File: src/rtl/mult_div_pkg.sv
// Shared function codes for the EX-stage multiply/divide instructions,
// plus small decode helpers used when a request is latched.
package mult_div_pkg;

   localparam logic [5:0] FUNCT_MULT  = 6'h18;
   localparam logic [5:0] FUNCT_MULTU = 6'h19;
   localparam logic [5:0] FUNCT_DIV   = 6'h1a;
   localparam logic [5:0] FUNCT_DIVU  = 6'h1b;

   typedef enum logic {
      OP_MUL = 1'b0,
      OP_DIV = 1'b1
   } op_kind_t;

   // True for any of the four codes this unit serves.
   function automatic logic is_mult_div_funct(input logic [5:0] f);
      return (f == FUNCT_MULT) || (f == FUNCT_MULTU) ||
             (f == FUNCT_DIV)  || (f == FUNCT_DIVU);
   endfunction

   // True for the two's-complement variants.
   function automatic logic is_signed_funct(input logic [5:0] f);
      return (f == FUNCT_MULT) || (f == FUNCT_DIV);
   endfunction

endpackage

File: src/rtl/mult_div.sv
// Multi-cycle multiply/divide unit. Works on operand magnitudes with a
// shared 64-bit working register: radix-2 shift-add for multiply, radix-2
// restoring for divide, one iteration per cycle, sign fix applied at the end.
module mult_div
   import mult_div_pkg::*;
(
   input  logic        clk,
   input  logic        rst,
   input  logic        start,
   input  logic [5:0]  funct,
   input  logic [31:0] operand_1,
   input  logic [31:0] operand_2,
   input  logic        stall_in,
   input  logic        flush,
   output logic        done_flag,
   output logic [63:0] result
);

   localparam int ITER = 32;

   typedef enum logic [1:0] {
      ST_IDLE = 2'd0,
      ST_BUSY = 2'd1,
      ST_DONE = 2'd2
   } state_t;

   state_t      state_reg;
   logic [5:0]  count_reg;
   logic [63:0] acc_reg;       // multiply: {partial product, multiplier}; divide: {remainder, quotient}
   logic [31:0] mag2_reg;      // multiplicand magnitude or divisor magnitude
   logic [31:0] op1_raw_reg;   // unmodified operand_1, needed for the divide-by-zero result
   op_kind_t    op_reg;
   logic        neg_q_reg;     // product or quotient sign
   logic        neg_r_reg;     // remainder sign
   logic        div_zero_reg;

   logic        start_ok;
   logic        signed_op;
   logic [31:0] mag1;
   logic [31:0] mag2;
   logic [32:0] add_sum;
   logic [32:0] trial;
   logic [63:0] step_acc;
   logic [31:0] hi_fix;
   logic [31:0] lo_fix;
   logic [63:0] final_result;

   // Request decode and operand magnitudes for the latch in IDLE.
   always_comb begin
      start_ok  = start && is_mult_div_funct(funct);
      signed_op = is_signed_funct(funct);
      mag1      = (signed_op && operand_1[31]) ? (32'd0 - operand_1) : operand_1;
      mag2      = (signed_op && operand_2[31]) ? (32'd0 - operand_2) : operand_2;
   end

   // One radix-2 iteration of the current operation, and the signed result
   // that the last iteration would produce.
   always_comb begin
      add_sum = {1'b0, acc_reg[63:32]} + (acc_reg[0] ? {1'b0, mag2_reg} : 33'd0);
      trial   = acc_reg[63:31] - {1'b0, mag2_reg};
      if (op_reg == OP_MUL) begin
         step_acc = {add_sum, acc_reg[31:1]};
      end else if (trial[32]) begin
         step_acc = {acc_reg[62:0], 1'b0};
      end else begin
         step_acc = {trial[31:0], acc_reg[30:0], 1'b1};
      end
      hi_fix = neg_r_reg ? (32'd0 - step_acc[63:32]) : step_acc[63:32];
      lo_fix = neg_q_reg ? (32'd0 - step_acc[31:0])  : step_acc[31:0];
      if (op_reg == OP_MUL) begin
         final_result = neg_q_reg ? (64'd0 - step_acc) : step_acc;
      end else if (div_zero_reg) begin
         final_result = {op1_raw_reg, 32'hFFFF_FFFF};
      end else begin
         final_result = {hi_fix, lo_fix};
      end
   end

   // Control FSM with registered outputs; reset outranks flush, flush outranks everything else.
   always_ff @(posedge clk) begin
      if (rst || flush) begin
         state_reg    <= ST_IDLE;
         count_reg    <= 6'd0;
         done_flag    <= 1'b0;
         result       <= 64'd0;
         acc_reg      <= 64'd0;
         mag2_reg     <= 32'd0;
         op1_raw_reg  <= 32'd0;
         op_reg       <= OP_MUL;
         neg_q_reg    <= 1'b0;
         neg_r_reg    <= 1'b0;
         div_zero_reg <= 1'b0;
      end else begin
         case (state_reg)
            ST_IDLE: begin
               done_flag <= 1'b0;
               if (start_ok) begin
                  state_reg    <= ST_BUSY;
                  count_reg    <= 6'd0;
                  acc_reg      <= {32'd0, mag1};
                  mag2_reg     <= mag2;
                  op1_raw_reg  <= operand_1;
                  op_reg       <= ((funct == FUNCT_DIV) || (funct == FUNCT_DIVU)) ? OP_DIV : OP_MUL;
                  neg_q_reg    <= signed_op && (operand_1[31] ^ operand_2[31]);
                  neg_r_reg    <= signed_op && operand_1[31];
                  div_zero_reg <= ((funct == FUNCT_DIV) || (funct == FUNCT_DIVU)) &&
                                  (operand_2 == 32'd0);
               end
            end
            ST_BUSY: begin
               acc_reg   <= step_acc;
               count_reg <= count_reg + 6'd1;
               if (count_reg == 6'(ITER - 1)) begin
                  state_reg <= ST_DONE;
                  result    <= final_result;
                  done_flag <= 1'b1;
               end
            end
            ST_DONE: begin
               if (!stall_in) begin
                  state_reg <= ST_IDLE;
                  done_flag <= 1'b0;
               end
            end
            default: begin
               state_reg <= ST_IDLE;
               done_flag <= 1'b0;
            end
         endcase
      end
   end

endmodule

File: config.mk
export PLATFORM = sky130hd
export DESIGN_NAME = mult_div
export DESIGN_NICKNAME = d
export VERILOG_FILES = /design/src/rtl/mult_div_pkg.sv /design/src/rtl/mult_div.sv
export SDC_FILE = /design/constraint.sdc
export NUM_CORES = 1
export LEC_CHECK = 0
export ABC_CLOCK_PERIOD_IN_PS = 11460
export BUFFER_PORTS_ARGS = -buffer_cell sky130_fd_sc_hd__buf_2
export CORE_UTILIZATION = 66
export DETAILED_ROUTE_END_ITERATION = 16
export PLACE_DENSITY = 0.95
export REMOVE_ABC_BUFFERS = 1
export SETUP_SLACK_MARGIN = 0.2
export SYNTH_ARGS = -nofsm -noshare
export SYNTH_HDL_FRONTEND = slang
export SYNTH_SLANG_ARGS = --single-unit
export TNS_END_PERCENT = 30
File: constraint.sdc
create_clock -name clk -period 11.46 [get_ports clk]
set_input_delay 0.573 -clock clk [delete_from_list [all_inputs] [get_ports clk]]
set_output_delay 0.573 -clock clk [all_outputs]
set_load 0.02 [all_outputs]
==> flow_summary_export.csv, run 1 <==
group,metric,value,unit
run_status,status,"finished clean",
grt,grt_pass1_wl,83800,um
clock_network,post_cts_buffers,0,
sta,fin_crit_sh,55.7,%
route,vias_per_cell,6.67,
synth,yosys-top-cells-count,"nand2_1 (263), nor2_1 (239), a21oi_1 (224)",
power_and_ir_drop,p_leak,6.81,nW
final_layout,finish.instance_area,0.0177,mm^2
clock_network,h-tree-depth,1,
clock_network,cts_hold_buffers,0,
final_layout,diodes,0,
sta,rsz0062_at_grt,"no",
sta,max_freq,0.157,GHz
flow_run,drv_cap,0,
route,dr.first_iter.drc_count,2162,
placement,place_hpwl,40000,um
setup_path,setup.worst_path.end_class,"flop",
synth,ys_ff_latch,205,
synth,syn_area_per_cell,7.26,um^2
grt,grt_pass1_vias,16113,
synth,synth-edff-count,0,
grt,track_usage,42.4,%
route,routedWlPerCell,20.8,um
synth,synth_area_leader_cell,"dfxtp_1",
setup_path,path_max_fanout,14,
sta,slew_headroom,20.0,%
setup_path,required,11.90,ns
synth,syn_area,0.0162,mm^2
synth,synth_flop_cell,"dfxtp_1",
setup_path,r2r_slack,5.08,ns
sta,maxSlewViolCount,0,
floorplan,die_y,158,um
final_layout,nNetsFinal,2413,
clock_network,numCtsBuffers,24,
setup_path,criticalPathCategory,"reg -> reg",
final_layout,area_delta_synth_final,9.30,%
grt,gr-total-overflow,0,
final_layout,seqCellArea,0.00411,mm^2
floorplan,coreArea,0.0238,mm^2
clock_network,cts_buffer_depth,3,
synth,synth_area_leaders,"dfxtp_1 (25%), a21oi_1 (6.9%), nand2_1 (6.1%)",
final_layout,multi_input_area,0.0113,mm^2
clock_network,cts_tree,"done",
clock_network,cts_sinks,205,
power_and_ir_drop,ir_drop,0.0990,mV
placement,numPortBuffers,139,
floorplan,initial_core_util,68.0,%
synth,synth_most_common_cell,"nand2_1",
grt,grt_max_degree,83,
grt,antenna_found_initial,1,
clock_network,post_cts_resized,0,
floorplan,ios,140,
final_layout,nFillCells,1847,
synth,synthDistinctLibCells,90,
route,drc_errors,0,
clock_network,path_clk_slew,0.06,ns
sta,skew,0.0159,ns
clock_network,clockRootBuffer,"clkbuf_16",
placement,dpl-instance-area,0.0169,mm^2
min_path,hold_path.class,"in -> reg",
sta,period_minus_slack,6.38,ns
route,first_pass_iters,6,
sta,setup_viol,0,
route,vias,17359,
setup_path,startpoint_type,"flop",
placement,gp_congestion,0.997,
route,routed_wl,54300,um
sta,finalHoldViolCount,0,
sta,tns,0,ns
setup_path,arrival,6.82,ns
clock_network,clock_latency,0.55,ns
synth,yosys_warnings,0,
sta,worstMarginPinSlew,1.20,ns
power_and_ir_drop,powerDensity,95.6,mW/mm^2
route,antenna_left,0,
floorplan,fp-row-count,56,
synth,synth_cells,2226,
synth,async_flop_share,0,%
floorplan,chipWidth,158,um
final_layout,drive_gt1_share,10.9,%
synth,ys_seq_area_share,25.4,%
floorplan,die-area,0.0251,mm^2
synth,synth_top_area_share,25.4,%
## cells by family after synthesis
family          synth area share (%)
fa+ha+maj                       5.59
compound gates                  26.7
buf+inv                         5.13
simple gates                    23.4
mux                             3.32
flops                           25.4
xor+xnor                        10.4
## cell usage in the layout, fill, tap and decap left out, drive strengths merged, types with 30 or more instances in the layout
| cell type | instances |
|---|---|
| xor2 | 86 |
| a31oi | 41 |
| ha | 69 |
| clkbuf | 38 |
| buf | 162 |
| nand3 | 62 |
| xnor2 | 106 |
| or3 | 30 |
| o21ai | 151 |
| and2 | 45 |
| nor3 | 48 |
| a221oi | 38 |
| mux2i | 48 |
| nor2 | 239 |
| o31ai | 33 |
| inv | 65 |
| nand2 | 264 |
| dfxtp | 205 |
| a21oi | 227 |
| a211oi | 38 |
## cell type report
cell class              instances  area share [%]
inverters                      67            1.42
clock buffers                  38            4.04
flip-flops and latches        205            23.3
well taps                     319            2.26
clock inverters                 6           0.390
multi-input cells            1807            63.7
repair buffers                162            4.92
## report_power, final
group	switching (W)	total (W)	internal [W]
combinational	0.000134	0.000198	0.0000642
clock	0.000324	0.000773	0.000449
sequential	0.00000227	0.000717	0.000714
total	0.000460	0.00169	0.00123
## through the flow
stage | instances | hold slack [ns] | util (%) | setup WS [ns] | total power, W
after floorplan | 2079 | 0.431 | - | 0.647 | 0.000852
after global placement | 2560 | 0.437 | 71.1 | 5.47 | 0.000919
after detailed placement | 2560 | 0.445 | 71.1 | 5.29 | 0.000923
after CTS | 2604 | 0.271 | 74.3 | 5.26 | 0.00168
after global routing | 2604 | 0.276 | 74.3 | 4.67 | 0.00173
final | 2604 | 0.281 | 74.3 | 5.08 | 0.00169
## final timing paths
path / start / endpoint / depth (start not counted)
worst max-delay path: acc_reg[50]$_SDFFE_PP0P_ / result[58]$_SDFFE_PP0P_ / 18
worst min-delay path: funct[1] / op_reg$_SDFFE_PP0P_ / 3
worst max register to register: acc_reg[50]$_SDFFE_PP0P_ / result[58]$_SDFFE_PP0P_ / 18
worst min register to register: result[33]$_SDFFE_PP0P_ / result[33]$_SDFFE_PP0P_ / 2
## critical path: stages (launching register included)
cell	delay (ns)
dfxtp_1	0.45
ha_1	0.34
a21oi_1	0.29
o21a_1	0.22
o32ai_1	0.11
a2111oi_2	0.44
nor2_1	0.28
nor3_2	0.82
nor3_1	0.09
buf_4	0.20
a21oi_1	0.23
ha_1	0.30
nand3_1	0.17
nor2_1	0.22
nand4_1	0.44
or2_2	0.56
or4_1	0.55
a211o_1	0.32
a32o_1	0.25
## layer usage
| metal | global-route usage (%) | wire, um | vias to the layer above |
|---|---|---|---|
| li1 | - | - | 8112 |
| met1 | 51.8 | 21400 | 8056 |
| met2 | 71.6 | 25200 | 1007 |
| met3 | 7.05 | 4940 | 182 |
| met4 | 21.4 | 2690 | 2 |
| met5 | 0 | 13 | - |
No activity file was read; power rests on OpenSTA's default activity.
==> run 2: changes to the inputs <==
--- a/config.mk
+++ b/config.mk
@@ -5,11 +5,11 @@
 export SDC_FILE = /design/constraint.sdc
 export NUM_CORES = 1
 export LEC_CHECK = 0
-export ABC_CLOCK_PERIOD_IN_PS = 11460
+export ABC_CLOCK_PERIOD_IN_PS = 6250
 export BUFFER_PORTS_ARGS = -buffer_cell sky130_fd_sc_hd__buf_2
-export CORE_UTILIZATION = 66
+export CORE_UTILIZATION = 62
 export DETAILED_ROUTE_END_ITERATION = 16
-export PLACE_DENSITY = 0.95
+export PLACE_DENSITY = 0.92
 export REMOVE_ABC_BUFFERS = 1
 export SETUP_SLACK_MARGIN = 0.2
 export SYNTH_ARGS = -nofsm -noshare
==> constraint.sdc (replaced) <==
create_clock -name clk -period 6.25 [get_ports clk]
set_input_delay 0.3125 -clock clk [delete_from_list [all_inputs] [get_ports clk]]
set_output_delay 0.3125 -clock clk [all_outputs]
set_load 0.02 [all_outputs]
==> flow_summary_export.csv, run 2 (same netlist as run 1, synthesis figures left out) <==
group,metric,value,unit
final_layout,finish.instance_area,0.0179,mm^2
sta,finalHoldViolCount,0,
placement,gp_congestion,1.01,
final_layout,layout_common_cells,"nand2_1 (263), nor2_1 (236), a21oi_1 (224)",
power_and_ir_drop,clockPowerShare,47.1,%
route,first_pass_iters,6,
clock_network,numCtsBuffers,24,
final_layout,area_delta_synth_final,10.6,%
grt,grt_pass1_wl,82700,um
grt,antenna_found_initial,0,
sta,slew_headroom,16.0,%
floorplan,ios,140,
setup_path,r2r_end,"result[59]$_SDFFE_PP0P_",
clock_network,cts_hold_buffers,0,
setup_path,startpoint_type,"flop",
clock_network,cts_tree,"done",
final_layout,final_common_cell,"nand2_1",
sta,skew,0.00934,ns
floorplan,die_y,163,um
min_path,hold_path.startpoint,"funct[1]",
route,antenna_left,0,
power_and_ir_drop,power_frac_seq,41.2,%
grt,grt_max_degree,97,
sta,period_minus_slack,5.78,ns
sta,rsz0062_at_grt,"yes",
setup_path,rr_startpoint,"acc_reg[31]$_SDFFE_PP0P_",
setup_path,criticalPathCategory,"reg -> reg",
flow_run,drv_cap,0,
floorplan,chipWidth,163,um
power_and_ir_drop,ir_drop,0.265,mV
min_path,hold_path.class,"in -> reg",
floorplan,coreArea,0.0254,mm^2
sta,worstMarginPinSlew,1.26,ns
placement,numPortBuffers,139,
power_and_ir_drop,powerDensity,179,mW/mm^2
clock_network,post_cts_buffers,0,
final_layout,diodes,0,
route,routed_wl,52500,um
floorplan,die-area,0.0267,mm^2
run_status,status,"finished clean",
setup_path,setup.worst_path.end_class,"flop",
power_and_ir_drop,p_leak,6.91,nW
setup_path,critPathLaunch,"acc_reg[31]$_SDFFE_PP0P_",
route,drc_errors,0,
final_layout,nFillCells,2126,
sta,fin_crit_sh,92.4,%
floorplan,initial_core_util,63.6,%
clock_network,clock_latency,0.53,ns
clock_network,h-tree-depth,1,
floorplan,fp-row-count,58,
power_and_ir_drop,p_sw_share,26.7,%
min_path,worstHoldEndpoint,"op_reg$_SDFFE_PP0P_",
setup_path,r2r_slack,0.47,ns
min_path,hold_path_depth,3,
route,vias,17248,
power_and_ir_drop,comb_power_share,11.7,%
route,routedWlPerCell,20.0,um
final_layout,drive_gt1_share,11.7,%
clock_network,clockRootBuffer,"clkbuf_16",
power_and_ir_drop,power.net_switching,0.000850,W
placement,dpl-instance-area,0.0170,mm^2
setup_path,path_max_fanout,9,
sta,setup_viol,0,
clock_network,post_cts_resized,0,
placement,place_hpwl,39000,um
setup_path,reg2reg_depth,19,
grt,track_usage,38.6,%
clock_network,cts_buffer_depth,3,
clock_network,cts_sinks,205,
setup_path,arrival,6.22,ns
route,vias_per_cell,6.56,
final_layout,final_cells,2631,
route,dr.first_iter.drc_count,2170,
final_layout,nNetsFinal,2429,
sta,max_freq,0.173,GHz
grt,grt_pass1_vias,16130,
power_and_ir_drop,power.internal,0.00234,W
sta,maxSlewViolCount,0,
placement,dp.cells,2587,
final_layout,utilization,70.3,%
grt,gr-total-overflow,0,
clock_network,path_clk_slew,0.06,ns
setup_path,required,6.69,ns
run 2: per-stage QoR:
stage / hold WS [ns] / setup TNS (ns) / worst slack (ns) / total power, W
after floorplan: 0.431 / -302.76 / -4.30 / 0.00156
after global placement: 0.437 / 0 / 0.751 / 0.00170
after detailed placement: 0.449 / 0 / 0.702 / 0.00170
after CTS: 0.0366 / 0 / 0.679 / 0.00318
after global routing: 0.0638 / 0 / 0.174 / 0.00327
final: 0.0445 / 0 / 0.472 / 0.00319
run 2: area by class of cell:
class	instances	area, um^2	area share [%]
Multi-Input combinational cell	1807	11300	63.0
Sequential cell	205	4110	23.0
Timing Repair Buffer	178	1000	5.60
Clock buffer	33	696	3.89
Tap cell	330	413	2.31
Inverter	67	251	1.41
Clock inverter	11	141	0.791
run 2: how the worst max path moves through the flow:
stage | to | slack [ns] | cells past startpoint
3_5_place_dp | result[58]$_SDFFE_PP0P_ | 0.70 | 20
3_3_place_gp | result[59]$_SDFFE_PP0P_ | 0.75 | 19
5_1_grt | result[56]$_SDFFE_PP0P_ | 0.17 | 18
2_1_floorplan | acc_reg[10]$_SDFFE_PP0P_ | -4.30 | 6
4_1_cts | result[58]$_SDFFE_PP0P_ | 0.68 | 20
6_report | result[59]$_SDFFE_PP0P_ | 0.47 | 19
run 2: layer usage:
| metal | part of all wire (%) | wire length (um) | GRT usage (%) |
|---|---|---|---|
| met1 | 41 | 21300 | 48.9 |
| met5 | 0 | 0 | 0 |
| met4 | 5.1 | 2700 | 18.6 |
| met3 | 9.1 | 4780 | 5.08 |
| met2 | 45 | 23800 | 64.2 |
run 2: worst max-delay path: stages (launching register included):
cell and delay [ns]:
dfxtp_1 0.40, inv_1 0.11, ha_1 0.20, inv_1 0.06
fa_1 0.42, a211oi_1 0.35, o211ai_1 0.19, a211oi_1 0.39
nor3_4 0.15, or4_1 0.52, mux2i_1 0.34, buf_4 0.19
o211ai_1 0.32, or2_2 0.54, inv_1 0.19, nand3_1 0.27
o41ai_1 0.60, xnor2_1 0.17, nor2_1 0.05, o31ai_1 0.23
run 2: power by group through the flow:
stage          Sequential, W  Combinational, W  Clock [W]
2_1_floorplan        0.00134          0.000219          0
3_3_place_gp         0.00134          0.000354          0
3_5_place_dp         0.00134          0.000359          0
4_1_cts              0.00131          0.000362    0.00150
5_1_grt              0.00131          0.000398    0.00156
6_report             0.00131          0.000374    0.00150
==> run 3: changes to the inputs <==
--- a/config.mk
+++ b/config.mk
@@ -5,11 +5,11 @@
 export SDC_FILE = /design/constraint.sdc
 export NUM_CORES = 1
 export LEC_CHECK = 0
-export ABC_CLOCK_PERIOD_IN_PS = 6250
+export ABC_CLOCK_PERIOD_IN_PS = 6800
 export BUFFER_PORTS_ARGS = -buffer_cell sky130_fd_sc_hd__buf_2
-export CORE_UTILIZATION = 62
+export CORE_UTILIZATION = 66
 export DETAILED_ROUTE_END_ITERATION = 16
-export PLACE_DENSITY = 0.92
+export PLACE_DENSITY = 0.95
 export REMOVE_ABC_BUFFERS = 1
 export SETUP_SLACK_MARGIN = 0.2
 export SYNTH_ARGS = -nofsm -noshare
==> constraint.sdc (replaced) <==
create_clock -name clk -period 6.8 [get_ports clk]
set_input_delay 1.36 -clock clk [delete_from_list [all_inputs] [get_ports clk]]
set_output_delay 1.36 -clock clk [all_outputs]
set_load 0.02 [all_outputs]
==> flow_summary_export.csv, run 3 (same netlist as run 1, synthesis figures left out) <==
group,metric,value,unit
run_status,status,"finished clean",
grt,track_usage,42.2,%
sta,worstMarginPinSlew,1.30,ns
clock_network,post_cts_buffers,0,
route,dr.first_iter.drc_count,2305,
clock_network,path_clk_slew,0.06,ns
power_and_ir_drop,power.net_switching,0.000790,W
clock_network,h-tree-depth,1,
route,drc_errors,0,
route,antenna_left,0,
min_path,hold_path.class,"reg -> reg",
clock_network,cts_sinks,205,
floorplan,die-area,0.0251,mm^2
route,routed_wl,54400,um
sta,finalHoldViolCount,0,
route,first_pass_iters,7,
power_and_ir_drop,power.internal,0.00211,W
min_path,worstHoldEndpoint,"result[35]$_SDFFE_PP0P_",
setup_path,cp_slowest_cell,"nor2_1",
clock_network,numCtsBuffers,24,
sta,slew_headroom,13.5,%
sta,rsz0062_at_grt,"no",
grt,grt_pass1_vias,16016,
power_and_ir_drop,p_leak,6.86,nW
floorplan,ios,140,
final_layout,area_delta_synth_final,9.81,%
final_layout,final_cells,2611,
floorplan,die_y,158,um
final_layout,drive_gt1_share,11.3,%
clock_network,clockRootBuffer,"clkbuf_16",
clock_network,cts_buffer_depth,3,
final_layout,finish.instance_area,0.0177,mm^2
final_layout,layout_common_cells,"nand2_1 (263), nor2_1 (236), a21oi_1 (224)",
clock_network,post_cts_resized,0,
setup_path,r2r_end,"result[52]$_SDFFE_PP0P_",
final_layout,nNetsFinal,2421,
min_path,hold_path.startpoint,"result[35]$_SDFFE_PP0P_",
placement,dp.cells,2568,
setup_path,setup.worst_path.end_class,"flop",
setup_path,path_cells,"inv_1 > ha_1 > inv_1 > fa_1 > a211oi_1 > o211ai_1 > a211oi_1 > nor3_4 > inv_2 > a21boi_4 > nor3_1 > a21oi_1 > ha_1 > nand3_1 > nor2_1 > nand4_1 > nor2_1 > nand3_1 > or4_1 > o21ai_0 > xor2_1 > a21oi_1",
floorplan,fp-row-count,56,
grt,antenna_found_initial,1,
route,vias_per_cell,6.75,
sta,fin_hold_ws,0.452,ns
sta,period_minus_slack,6.15,ns
grt,grt_max_degree,84,
final_layout,diodes,0,
setup_path,reg2reg_depth,22,
placement,place_hpwl,40200,um
setup_path,arrival,6.54,ns
floorplan,initial_core_util,68.0,%
final_layout,final_common_cell,"nand2_1",
setup_path,slowest_delay,0.62,ns
floorplan,chipWidth,158,um
clock_network,cts_hold_buffers,0,
power_and_ir_drop,powerDensity,163,mW/mm^2
route,routedWlPerCell,20.8,um
setup_path,required,7.19,ns
flow_run,drv_cap,0,
clock_network,cts_tree,"done",
power_and_ir_drop,ir_drop,0.167,mV
power_and_ir_drop,power_frac_seq,41.7,%
sta,fin_crit_sh,90.5,%
clock_network,clock_latency,0.54,ns
sta,skew,0.0120,ns
final_layout,nFillCells,1871,
sta,maxSlewViolCount,0,
final_layout,seqCellArea,0.00411,mm^2
route,vias,17614,
floorplan,coreArea,0.0238,mm^2
power_and_ir_drop,clockPowerShare,46.6,%
setup_path,path_max_fanout,15,
min_path,hold_path_depth,2,
sta,setup_viol,0,
setup_path,criticalPathCategory,"reg -> reg",
final_layout,multi_input_area,0.0112,mm^2
grt,gr-total-overflow,0,
placement,numPortBuffers,139,
placement,gp_congestion,1.01,
sta,max_freq,0.163,GHz
power_and_ir_drop,p_total,0.00290,W
sta,tns,0,ns
setup_path,rr_startpoint,"acc_reg[31]$_SDFFE_PP0P_",
grt,grt_pass1_wl,83300,um
power_and_ir_drop,p_sw_share,27.3,%
setup_path,r2r_slack,0.65,ns
setup_path,startpoint_type,"flop",
placement,dpl-instance-area,0.0169,mm^2
power_and_ir_drop,comb_power_share,11.8,%
==> run 3: worst max-delay path by stage <==
stage | start | end | slack, ns | depth (start not counted)
after floorplan | funct[2] | acc_reg[10]$_SDFFE_PP0P_ | -4.80 | 6
after global placement | mag2_reg[19]$_SDFFE_PP0P_ | result[60]$_SDFFE_PP0P_ | 1.02 | 17
after detailed placement | acc_reg[31]$_SDFFE_PP0P_ | result[52]$_SDFFE_PP0P_ | 0.92 | 22
after CTS | acc_reg[31]$_SDFFE_PP0P_ | result[56]$_SDFFE_PP0P_ | 0.89 | 20
after global routing | mag2_reg[19]$_SDFFE_PP0P_ | result[56]$_SDFFE_PP0P_ | 0.35 | 18
final | acc_reg[31]$_SDFFE_PP0P_ | result[52]$_SDFFE_PP0P_ | 0.65 | 22
==> run 3: metal layers <==
metal  GRT usage, %  part of all wire, %  up-vias  wire length [um]
met5              0                0.022        -                12
met4           21.3                  5.1        2              2760
met3           6.94                   10      233              5450
met2           71.1                   46     1161             25200
met1           51.7                   39     8093             21000
li1               -                    -     8125                 -
==> run 3: power by group through the flow <==
| stage | combinational [W] | sequential (W) | clock [W] |
|---|---|---|---|
| 6_report | 0.000341 | 0.00121 | 0.00135 |
| 5_1_grt | 0.000362 | 0.00121 | 0.00139 |
| 4_1_cts | 0.000330 | 0.00121 | 0.00134 |
| 3_5_place_dp | 0.000329 | 0.00123 | 0 |
| 3_3_place_gp | 0.000323 | 0.00123 | 0 |
| 2_1_floorplan | 0.000201 | 0.00123 | 0 |
==> run 3: final cells by class <==
cell class	count	share of cell area (%)
Inverter	67	1.42
Timing Repair Buffer	170	5.23
Multi-Input combinational cell	1807	63.4
Clock buffer	32	3.90
Clock inverter	11	0.663
Tap cell	319	2.25
Sequential cell	205	23.2
==> run 3: through the flow <==
step                      setup WS [ns]  util (%)
after floorplan                   -4.80         -
after global placement             1.02      71.3
after detailed placement          0.917      71.3
after CTS                         0.890      74.7
after global routing              0.352      74.7
final                             0.647      74.7
==> run 3: worst max-delay path: cells and delay by family (launching register included) <==
family,cells,cell delay [ns]
XOR/XNOR,1,0.17
adder cells (fa/ha/maj),3,0.77
AO/OA/AOI/OAI,7,1.53
AND/OR/NAND/NOR,8,2.71
buffers and inverters,3,0.32
flip-flops,1,0.49
